<file path="src/rtl/ahb_grant_ctrl.sv">
// Grant generator for the 5-master AHB arbiter: priority-list selection, lock and
// fixed-length burst hold, plus registered hmaster/hmastlock for the bus muxes.
module ahb_grant_ctrl #(
    parameter int DEF_MASTER = 0
) (
    input  logic        hclk,
    input  logic        hreset,
    input  logic [4:0]  hbusreq,
    input  logic [4:0]  hlock,
    input  logic [24:0] priout,
    input  logic        hready,
    input  logic [1:0]  htrans,
    input  logic [2:0]  hburst,
    output logic [4:0]  hgrant,
    output logic [2:0]  hmaster,
    output logic        hmastlock
);

    localparam logic [1:0] ST_ARB    = 2'd0;
    localparam logic [1:0] ST_BURST  = 2'd1;
    localparam logic [1:0] ST_LOCKED = 2'd2;

    localparam logic [1:0] TR_IDLE   = 2'b00;
    localparam logic [1:0] TR_BUSY   = 2'b01;
    localparam logic [1:0] TR_NONSEQ = 2'b10;
    localparam logic [1:0] TR_SEQ    = 2'b11;

    localparam logic [2:0] BURST_WRAP4 = 3'd2;

    localparam logic [4:0] DEF_GRANT = 5'(5'b00001 << DEF_MASTER);
    localparam logic [2:0] DEF_IDX   = 3'(DEF_MASTER);

    logic [1:0] state_r;
    logic [3:0] rem_r;
    logic [3:0] rem_next_s;
    logic [4:0] sel_s;
    logic [4:0] grant_next_s;
    logic [1:0] state_next_s;
    logic       lock_s;
    logic       burst_hold_s;

    function automatic logic is_onehot(input logic [4:0] v);
        return (v != 5'd0) && ((v & (v - 5'd1)) == 5'd0);
    endfunction

    function automatic logic [2:0] onehot_idx(input logic [4:0] v);
        logic [2:0] idx;
        idx = 3'd0;
        for (int i = 0; i < 5; i++) begin
            idx = idx | (v[i] ? 3'(i) : 3'd0);
        end
        return idx;
    endfunction

    // Non-one-hot slots are skipped so the result can never be anything but one-hot.
    function automatic logic [4:0] select_grant(input logic [24:0] pri, input logic [4:0] req);
        logic [4:0] slot;
        logic [4:0] res;
        logic       found;
        res   = DEF_GRANT;
        found = 1'b0;
        for (int i = 0; i < 5; i++) begin
            slot = pri[24 - 5*i -: 5];
            if (!found && is_onehot(slot) && ((slot & req) != 5'd0)) begin
                res   = slot;
                found = 1'b1;
            end
        end
        return res;
    endfunction

    function automatic logic [3:0] burst_rem(input logic [2:0] burst);
        logic [3:0] r;
        case (burst)
            3'd2, 3'd3: r = 4'd3;
            3'd4, 3'd5: r = 4'd7;
            3'd6, 3'd7: r = 4'd15;
            default:    r = 4'd0;
        endcase
        return r;
    endfunction

    // Remaining-beat tracking for the transfer accepted at this edge.
    always_comb begin
        rem_next_s = 4'd0;
        case (htrans)
            TR_IDLE:   rem_next_s = 4'd0;
            TR_BUSY:   rem_next_s = rem_r;
            TR_NONSEQ: rem_next_s = burst_rem(hburst);
            TR_SEQ: begin
                if ((hburst >= BURST_WRAP4) && (rem_r != 4'd0)) begin
                    rem_next_s = rem_r - 4'd1;
                end else begin
                    rem_next_s = 4'd0;
                end
            end
            default:   rem_next_s = 4'd0;
        endcase
    end

    // Lock beats burst hold; holding until rem reaches 1 hands over on the penultimate beat.
    always_comb begin
        sel_s        = select_grant(priout, hbusreq);
        lock_s       = |(hlock & hgrant);
        burst_hold_s = (rem_next_s >= 4'd2);
        grant_next_s = sel_s;
        state_next_s = ST_ARB;
        case (state_r)
            ST_ARB, ST_BURST, ST_LOCKED: begin
                if (lock_s) begin
                    grant_next_s = hgrant;
                    state_next_s = ST_LOCKED;
                end else if (burst_hold_s) begin
                    grant_next_s = hgrant;
                    state_next_s = ST_BURST;
                end else begin
                    grant_next_s = sel_s;
                    state_next_s = ST_ARB;
                end
            end
            default: begin
                grant_next_s = sel_s;
                state_next_s = ST_ARB;
            end
        endcase
    end

    // All state advances only on accepted phases; reset wins over a stalled bus.
    always_ff @(posedge hclk) begin
        if (hreset) begin
            hgrant    <= DEF_GRANT;
            hmaster   <= DEF_IDX;
            hmastlock <= 1'b0;
            state_r   <= ST_ARB;
            rem_r     <= 4'd0;
        end else if (hready) begin
            hgrant    <= grant_next_s;
            hmaster   <= onehot_idx(hgrant);
            hmastlock <= lock_s;
            state_r   <= state_next_s;
            rem_r     <= rem_next_s;
        end
    end

endmodule

</file>
<file path="config.mk">
export PLATFORM = sky130hd
export DESIGN_NAME = ahb_grant_ctrl
export DESIGN_NICKNAME = d
export VERILOG_FILES = /design/src/rtl/ahb_grant_ctrl.sv
export SDC_FILE = /design/constraint.sdc
export NUM_CORES = 1
export LEC_CHECK = 0
export BUFFER_PORTS_ARGS = -buffer_cell sky130_fd_sc_hd__buf_2
export CORE_MARGIN = 2
export CORE_UTILIZATION = 54
export DETAILED_ROUTE_END_ITERATION = 16
export PLACE_DENSITY = 0.82
export SLEW_MARGIN = 20
export SYNTH_ARGS = -nofsm -noshare
export SYNTH_HDL_FRONTEND = slang
export SYNTH_SLANG_ARGS = --single-unit
</file>
<file path="constraint.sdc">
create_clock -name hclk -period 4.53 [get_ports hclk]
set_clock_uncertainty 0.2 [all_clocks]
set_input_delay 0.2265 -clock hclk [delete_from_list [all_inputs] [get_ports hclk]]
set_output_delay 0.2265 -clock hclk [all_outputs]
set_load 0.05 [all_outputs]
</file>
==> impl_metrics.toml, run 1 <==
[status]
status = "finished, final reports clean"

[route]
wl_mm = 3.77
drt-vias-per-instance = 6.30
drt_iter0_drc = 74
firstDrtPassIters = 4
postRouteAntennaNets = 0
vias = 1764
routedWlPerCell_um = 13.5
drc_errors = 0

[yosys]
synth.distinct_cells = 52
yosys_warnings = 0
synth_edf_count = 0
synthCells = 197
syn_nets = 242
ys.flop_type = "dfxtp_1"
syn_area_per_cell_um2 = 7.77
synth_area_um2 = 1530
synth_seq_cells = 15
async_flop_share_pct = 0
ys_seq_area_share_pct = 19.6

[global_route]
grt_pass1_vias = 1548
grt_pass1_wl_mm = 6.48
grt_overflow = 0
grt_start_max_net_pins = 17
antenna_found_initial = 0
track_usage_pct = 24.4

[final_layout]
final_cell_mix = "buf_2 (50), nor2_1 (17), dfxtp_1 (15), nor3_1 (11), a21oi_1 (11)"
diodes = 0
layout_commonest_cell = "buf_2"
synthToLayoutAreaGrowth_pct = 20.1
drive_above_1_share_pct = 26.9
finalNetCount = 295

[die]
ios = 52
rows = 19
design.die.area_um2 = 3280
die_h_um = 57.3
die_x_um = 57.3
start_util_pct = 56.0
coreArea_um2 = 2730

[clock_network]
cts_resized = 0
clock_sinks = 15
cts_root_buf = "clkbuf_4"
clock_latency_ns = 0.29
htreeDepth = 1
cts_setup_buffers = 0
ctsHoldBuffers = 0
cts_tree = "built"
clkTransAtPathRegs_ns = 0.08
cts_max_path_buffers = 2
numCtsBuffers = 3

[worst_setup_path]
path_class = "reg -> reg"
crit_fanout = 6
worstPathRequired_ns = 4.51
ff2ff_path_depth = 8
worstSetupEndpointType = "register"
arrival_ns = 2.27
cp-start-kind = "register"

[pwr]
ir_drop_v = 0.000255
p_leak_nw = 0.771
power.total_w = 0.000380
p_per_area_nw_per_um2 = 207

[hold_path]
hold_depth = 2
hold_path_class = "in -> reg"

[sta]
layout_min_cycle_time_ns = 2.30
relSlewSlack_pct = 54.0
post-route-period-util_pct = 50.7
hold_violations = 0
setup-tns-final_ns = 0
finalSetupViolations = 0
maxSlewViolCount = 0
worstMarginPinSlew_ns = 0.690
grt_setup_unrepaired = "no"
max_freq_ghz = 0.435

[flow_run]
cap_violations = 0

[placed_design]
gp_congestion = 0.873
port_buffers = 50
hpwl_mm = 2.96
==> cell type report <==
| cell class | instances | area, µm² |
|---|---|---|
| inverters | 9 | 33.8 |
| well taps | 31 | 38.8 |
| flip-flops and latches | 15 | 300 |
| clock buffers | 4 | 26.3 |
| multi-input cells | 171 | 1190 |
| fillers | 260 | 895 |
| repair buffers | 50 | 250 |
==> metal layers <==
metal / part of all wire, % / GRT usage [%] / vias to the layer above / wire length, µm
li1: - / - / 887 / -
met1: 45 / 32.0 / 808 / 1710
met2: 46 / 39.9 / 61 / 1750
met3: 6.5 / 5.44 / 8 / 245
met4: 1.8 / 7.64 / 0 / 67
met5: 0 / 0 / - / 0
==> worst max-delay path, cell delays in order, from the launching register on <==
cell,delay [ns]
dfxtp_1,0.41
inv_1,0.08
ha_1,0.21
nor3b_2,0.16
o32ai_1,0.41
a2111oi_2,0.14
a211oi_2,0.35
nor2b_1,0.17
a21oi_1,0.04
==> report_power, final <==
part           switching [W]  internal (W)   total, W
registers         0.00000662      0.000139   0.000146
clock network      0.0000418     0.0000343  0.0000761
logic              0.0000933     0.0000651   0.000158
total               0.000142      0.000239   0.000380
==> synthesized netlist by cell type (all sizes together), types with 2 or more instances <==
cell | instances | area (µm²)
a2111oi | 3 | 45.0
a211oi | 7 | 62.6
a21bo | 2 | 20.0
a21oi | 11 | 55.1
a222oi | 2 | 20.0
a22o | 10 | 87.6
a22oi | 7 | 52.6
a311oi | 3 | 26.3
a31oi | 2 | 12.5
and3 | 4 | 25.0
clkbuf | 2 | 7.51
dfxtp | 15 | 300
ha | 2 | 25.0
inv | 9 | 33.8
mux2i | 5 | 50.1
nand2 | 9 | 33.8
nand2b | 7 | 43.8
nand3 | 2 | 10.0
nand4b | 2 | 17.5
nor2 | 18 | 70.1
nor2b | 8 | 50.1
nor3 | 11 | 55.1
nor3b | 4 | 35.0
o211ai | 2 | 15.0
o21ai | 13 | 72.6
o22ai | 7 | 43.8
o31ai | 2 | 15.0
o32ai | 3 | 41.3
or3 | 4 | 25.0
or3b | 2 | 17.5
xnor2 | 2 | 17.5
xor2 | 3 | 26.3
==> path summary, 6_finish.rpt <==
kind | from | end | slack (ns)
hold / removal | hreset | rem_r[2] | 0.05
setup / recovery | rem_r[0] | hgrant[0] | 2.23
setup reg to reg | rem_r[0] | hgrant[0] | 2.23
hold reg to reg | hmastlock | hmastlock | 0.29
==> logic make-up (layout without fill, tap and decap cells) <==
logic type / count (synthesis) / after routing / share of synthesized area (%)
AO/OA/AOI/OAI: 85 / 85 / 43.5
adder cells (fa/ha/maj): 2 / 2 / 1.63
multiplexers: 5 / 5 / 3.27
XOR/XNOR: 5 / 5 / 2.86
buffers and inverters: 11 / 63 / 2.70
AND/OR/NAND/NOR: 74 / 74 / 26.5
flip-flops: 15 / 15 / 19.6
==> flip-flops by register name, indices dropped and copies added, names as in the netlist <==
| name | flops |
|---|---|
| state_r | 2 |
| hmastlock | 1 |
| hgrant | 5 |
| hmaster | 3 |
| rem_r | 4 |
==> metrics by stage <==
| stage | setup slack [ns] | area (µm²) | instances | hold slack (ns) | util (%) |
|---|---|---|---|---|---|
| 4_1_cts | 2.24 | 1840 | 280 | 0.0568 | 67.3 |
| 6_report | 2.23 | 1840 | 280 | 0.0538 | 67.3 |
| 3_5_place_dp | 2.25 | 1810 | 276 | 0.271 | 66.3 |
| 2_1_floorplan | 2.47 | 1530 | 197 | 0.198 | - |
| 5_1_grt | 2.08 | 1840 | 280 | 0.0489 | 67.3 |
| 3_3_place_gp | 2.27 | 1810 | 276 | 0.260 | 66.3 |
(Power assumes the default switching activity.)
==> inputs of run 2 (changes only) <==
--- a/config.mk
+++ b/config.mk
@@ -7,9 +7,9 @@
 export LEC_CHECK = 0
 export BUFFER_PORTS_ARGS = -buffer_cell sky130_fd_sc_hd__buf_2
 export CORE_MARGIN = 2
-export CORE_UTILIZATION = 54
+export CORE_UTILIZATION = 46
 export DETAILED_ROUTE_END_ITERATION = 16
-export PLACE_DENSITY = 0.82
+export PLACE_DENSITY = 0.74
 export SLEW_MARGIN = 20
 export SYNTH_ARGS = -nofsm -noshare
 export SYNTH_HDL_FRONTEND = slang
==> constraint.sdc (replaced) <==
create_clock -name hclk -period 2 [get_ports hclk]
set_clock_uncertainty 0.2 [all_clocks]
set_input_delay 0.1 -clock hclk [delete_from_list [all_inputs] [get_ports hclk]]
set_output_delay 0.1 -clock hclk [all_outputs]
set_load 0.05 [all_outputs]
==> run 2 against run 1 <==
  * Combinational power grew to 2.7 times the previous value
  * Die area is 16% higher
  * Clock-buffer cell count stayed put
  * Sequential power is 130% higher
  * Core utilization is 0.34 points lower
  * Largest power group unchanged
  * The flow now finishes with violations (setup timing)
  * Largest cell class unchanged
==> impl_metrics.toml, run 2 (synthesis results as in run 1) <==
[status]
status = "finished with violations"
violations = "setup timing"

[final_layout]
max_flop_register = "hgrant"
layout_commonest_cell = "buf_2"
largest_reg_flops = 5
finalNonFillerCells = 311
n_fill_cell = 294
finalNetCount = 313
final_area_um2 = 2080
synthToLayoutAreaGrowth_pct = 35.6
final_cell_mix = "buf_2 (50), nor2_1 (16), buf_4 (15), dfxtp_1 (13)"
drive_above_1_share_pct = 36.7
top_regs = "hgrant (5), rem_r (4), hmaster (3)"
diodes = 0

[sta]
hold_violations = 0
layout_min_cycle_time_ns = 2.16
worstMarginPinSlew_ns = 0.452
finalWorstSetupSlack_ns = -0.156
maxSlewViolCount = 0
finalSetupViolations = 5
grt_setup_unrepaired = "yes"
post-route-period-util_pct = 108
holdWs_ns = 0.0228
max_freq_ghz = 0.464
setup-tns-final_ns = -0.735
relSlewSlack_pct = 69.9

[clock_network]
cts_max_path_buffers = 2
numCtsBuffers = 3
htreeDepth = 1
clkTransAtPathRegs_ns = 0.08
cts_root_buf = "clkbuf_4"
cts_tree = "built"
clock_sinks = 15
clock_latency_ns = 0.28

[die]
die_x_um = 61.7
coreArea_um2 = 3100
design.die.area_um2 = 3810
ios = 52
rows = 20
start_util_pct = 49.4
die_h_um = 61.7

[worst_setup_path]
cp-start-kind = "register"
cp_num_buf_inv = 4
arrival_ns = 2.13
crit_fanout = 4
crit_path_top_delay_cell = "dfxtp_2"
path_class = "reg -> reg"
cp.depth = 10
crit_path_frequent_cell = "buf_4"
worstPathRequired_ns = 1.98
critPathTopFamily = "compound AO/OA/AOI/OAI gates"
worstSetupEndpointType = "register"
critPathMaxStageDelay_ns = 0.34
ff2ff_path_depth = 10
cp_cell_sequence = "inv_2, buf_4, ha_2, and3b_1, a31oi_2, a2111oi_2, buf_4, a211oi_4, buf_6, a22o_1"

[placed_design]
gp_congestion = 0.884
dp_slack_ns = -0.219
dpl_cell_area_um2 = 1920
port_buffers = 50
hpwl_mm = 3.36
dp.cells = 300

[route]
firstDrtPassIters = 4
postRouteAntennaNets = 0
drt_iter0_drc = 112
drt-vias-per-instance = 5.95
drc_errors = 0
vias = 1851
routedWlPerCell_um = 14.4
wl_mm = 4.48

[global_route]
track_usage_pct = 25.3
antenna_found_initial = 0
grt_pass1_wl_mm = 7.25
grt_start_max_net_pins = 17
grt_overflow = 0
grt_pass1_vias = 1658

[hold_path]
hold_depth = 3
hold_path_class = "in -> reg"

[pwr]
ir_drop_v = 0.000374
p_per_area_nw_per_um2 = 448
p_leak_nw = 0.872

[flow_run]
cap_violations = 0
==> run 2: changes by cell type in the layout (fill, tap and decap cells not counted), sizes merged <==
cell / previous run / this run
buf: 50 / 67
dlygate4sd3: 0 / 1
==> run 2: metrics by stage <==
stage | utilization (%) | power [W]
floorplan | - | 0.000570
CTS | 64.6 | 0.000905
global placement | 61.9 | 0.000716
finish | 66.9 | 0.000930
global route | 66.9 | 0.000997
detailed placement | 61.9 | 0.000722
==> run 2: area by class of cell <==
| type | instances | area (µm²) | share of cell area [%] |
|---|---|---|---|
| clock buffers | 4 | 26.3 | 1.27 |
| inverters | 9 | 36.3 | 1.75 |
| multi-input cells | 171 | 1260 | 60.7 |
| flip-flops and latches | 15 | 303 | 14.6 |
| well taps | 44 | 55.1 | 2.65 |
| repair buffers | 68 | 395 | 19.0 |
==> run 2: per-layer routing <==
metal  global-route usage [%]  wire (µm)  up-vias
li1                         -          -      924
met4                     6.69         64        0
met2                     44.2       2270       64
met3                     5.59        302       10
met1                     31.3       1840      853
met5                        0          0        -
==> run 2: timing repair <==
action	4_1_cts	5_1_grt
hold endpoints to repair	8	0
resized for setup	11	9
pin swaps	1	10
buffers inserted	1	5
setup endpoints to repair	5	5
hold buffers	1	0
==> run 2: power breakdown <==
group / internal [W] / total, W / switching, W
registers: 0.000316 / 0.000332 / 0.0000164
clock network: 0.0000773 / 0.000169 / 0.0000912
logic: 0.000190 / 0.000429 / 0.000239
total: 0.000583 / 0.000930 / 0.000347
==> run 2: worst reg2reg max path: stages, from the launching register on <==
cell and delay [ns]:
dfxtp_2 0.34, inv_2 0.07, buf_4 0.11, ha_2 0.20
and3b_1 0.18, a31oi_2 0.05, a2111oi_2 0.31, buf_4 0.19
a211oi_4 0.06, buf_6 0.15, a22o_1 0.19
==> run 2: final timing paths <==
path | from | end | slack [ns]
setup / recovery | rem_r[0] | hgrant[1] | -0.16
hold / removal | hready | rem_r[3] | 0.02
setup reg to reg | rem_r[0] | hgrant[1] | -0.16
hold reg to reg | hmastlock | hmastlock | 0.28
==> inputs of run 3 (changes only) <==
--- a/config.mk
+++ b/config.mk
@@ -6,7 +6,7 @@
 export NUM_CORES = 1
 export LEC_CHECK = 0
 export BUFFER_PORTS_ARGS = -buffer_cell sky130_fd_sc_hd__buf_2
-export CORE_MARGIN = 2
+export CORE_MARGIN = 5
 export CORE_UTILIZATION = 46
 export DETAILED_ROUTE_END_ITERATION = 16
 export PLACE_DENSITY = 0.74
==> run 3 against run 2 <==
  * Register-to-register slack barely moved
  * Routed wire length is 0.22% higher
  * Final cell count decreased by 1.9%
  * Critical path type unchanged
  * The flow still finishes with violations (setup timing)
  * Maximum frequency is 0.30% lower
  * Setup slack worse by 0.0064 ns
==> impl_metrics.toml, run 3 (synthesis results as in run 1) <==
[status]
status = "finished with violations"
violations = "setup timing"

[route]
wl_mm = 4.49
routedWlPerCell_um = 14.7
drt-vias-per-instance = 6.01
firstDrtPassIters = 5
drc_errors = 0
vias = 1833
drt_iter0_drc = 149
postRouteAntennaNets = 0

[sta]
relSlewSlack_pct = 71.0
layout_min_cycle_time_ns = 2.16
maxSlewViolCount = 0
setup-tns-final_ns = -0.632
finalWorstSetupSlack_ns = -0.163
finalSetupViolations = 5
grt_setup_unrepaired = "yes"
worstMarginPinSlew_ns = 0.431
hold_violations = 0
max_freq_ghz = 0.462
post-route-period-util_pct = 108

[worst_setup_path]
worstSetupEndpointType = "register"
cp-start-kind = "register"
crit_fanout = 5
path_class = "reg -> reg"
arrival_ns = 2.15
worstPathRequired_ns = 1.98

[clock_network]
cts_max_path_buffers = 2
cts_root_buf = "clkbuf_4"
htreeDepth = 1
clock_sinks = 15
cts_tree = "built"
numCtsBuffers = 3
clkTransAtPathRegs_ns = 0.09
clock_latency_ns = 0.28

[pwr]
p_leak_nw = 0.842
power.total_w = 0.000935
p_per_area_nw_per_um2 = 454
ir_drop_v = 0.000336

[final_layout]
drive_above_1_share_pct = 35.5
diodes = 0
top_regs = "hgrant (5), rem_r (4), hmaster (3)"
utilization_pct = 62.7
finalNonFillerCells = 305
layout_commonest_cell = "buf_2"
largest_reg_flops = 5
synthToLayoutAreaGrowth_pct = 34.6
max_flop_register = "hgrant"
final_cell_mix = "buf_2 (50), nor2_1 (16), dfxtp_1 (13), nor3_1 (10), a22o_1 (10)"
finalNetCount = 305

[global_route]
antenna_found_initial = 0
track_usage_pct = 19.2
grt_overflow = 0
grt_pass1_wl_mm = 7.02
grt_pass1_vias = 1704
grt_start_max_net_pins = 17

[placed_design]
hpwl_mm = 3.25
gp_congestion = 0.852
dp.cells = 299
port_buffers = 50
dp_slack_ns = -0.191

[die]
ios = 52
design.die.area_um2 = 4580
rows = 21
start_util_pct = 46.6
die_x_um = 67.7
die_h_um = 67.7
coreArea_um2 = 3280

[flow_run]
cap_violations = 0

[hold_path]
hold_path_class = "in -> reg"
## run 3: cell types whose count changed in the layout (fill, tap and decap cells not counted), sizes merged
cell | before | now
clkbuf | 4 | 3
clkinv | 0 | 1
buf | 67 | 59
## run 3: area by class of cell
cell class / instances / area, µm²
tap: 46 / 57.6
sequential: 15 / 303
fill: 301 / 1220
inverter: 9 / 38.8
timing repair buffer: 60 / 335
multi-input combinational: 171 / 1300
clock inverter: 1 / 5.00
clock buffer: 3 / 22.5
## run 3: final timing paths
check                    to  depth (start not counted)      start  slack [ns]
setup / recovery  hgrant[0]                          8   rem_r[1]       -0.16
hold reg to reg   hmastlock                          2  hmastlock        0.28
hold / removal     rem_r[3]                          3     hready        0.02
setup reg to reg  hgrant[0]                          8   rem_r[1]       -0.16
## run 3: worst max-delay path: stages (launching register included)
cell	delay [ns]
dfxtp_2	0.35
buf_6	0.12
or3_4	0.39
a31oi_4	0.20
a2111oi_4	0.10
buf_4	0.16
a211oi_4	0.30
nor2b_4	0.20
a21oi_2	0.03
## run 3: repair_timing
item                                    4_1_cts  5_1_grt
endpoints found under the setup margin        5        6
pin swaps                                     8        6
setup buffers                                 0        2
endpoints found under the hold margin        10        0
hold buffers                                  1        0
gates resized for setup                      10       17
## run 3: per-stage QoR
step	hold WS, ns	instance area [µm²]
6_report	0.0176	2060
3_5_place_dp	0.237	1900
2_1_floorplan	0.0714	1540
4_1_cts	0.0115	1980
5_1_grt	0.00565	2060
3_3_place_gp	0.231	1900
## run 3: power breakdown
group	internal, W	switching [W]
combinational	0.000185	0.000243
clock	0.0000743	0.0000993
sequential	0.000316	0.0000169
## run 3: metal layers
metal / share of wire, % / global-route usage, % / vias up
met5: 0 / 0 / -
met4: 0.65 / 5.32 / 0
met3: 5.4 / 2.83 / 4
met2: 50 / 32.8 / 60
met1: 44 / 24.8 / 864
li1: - / - / 905
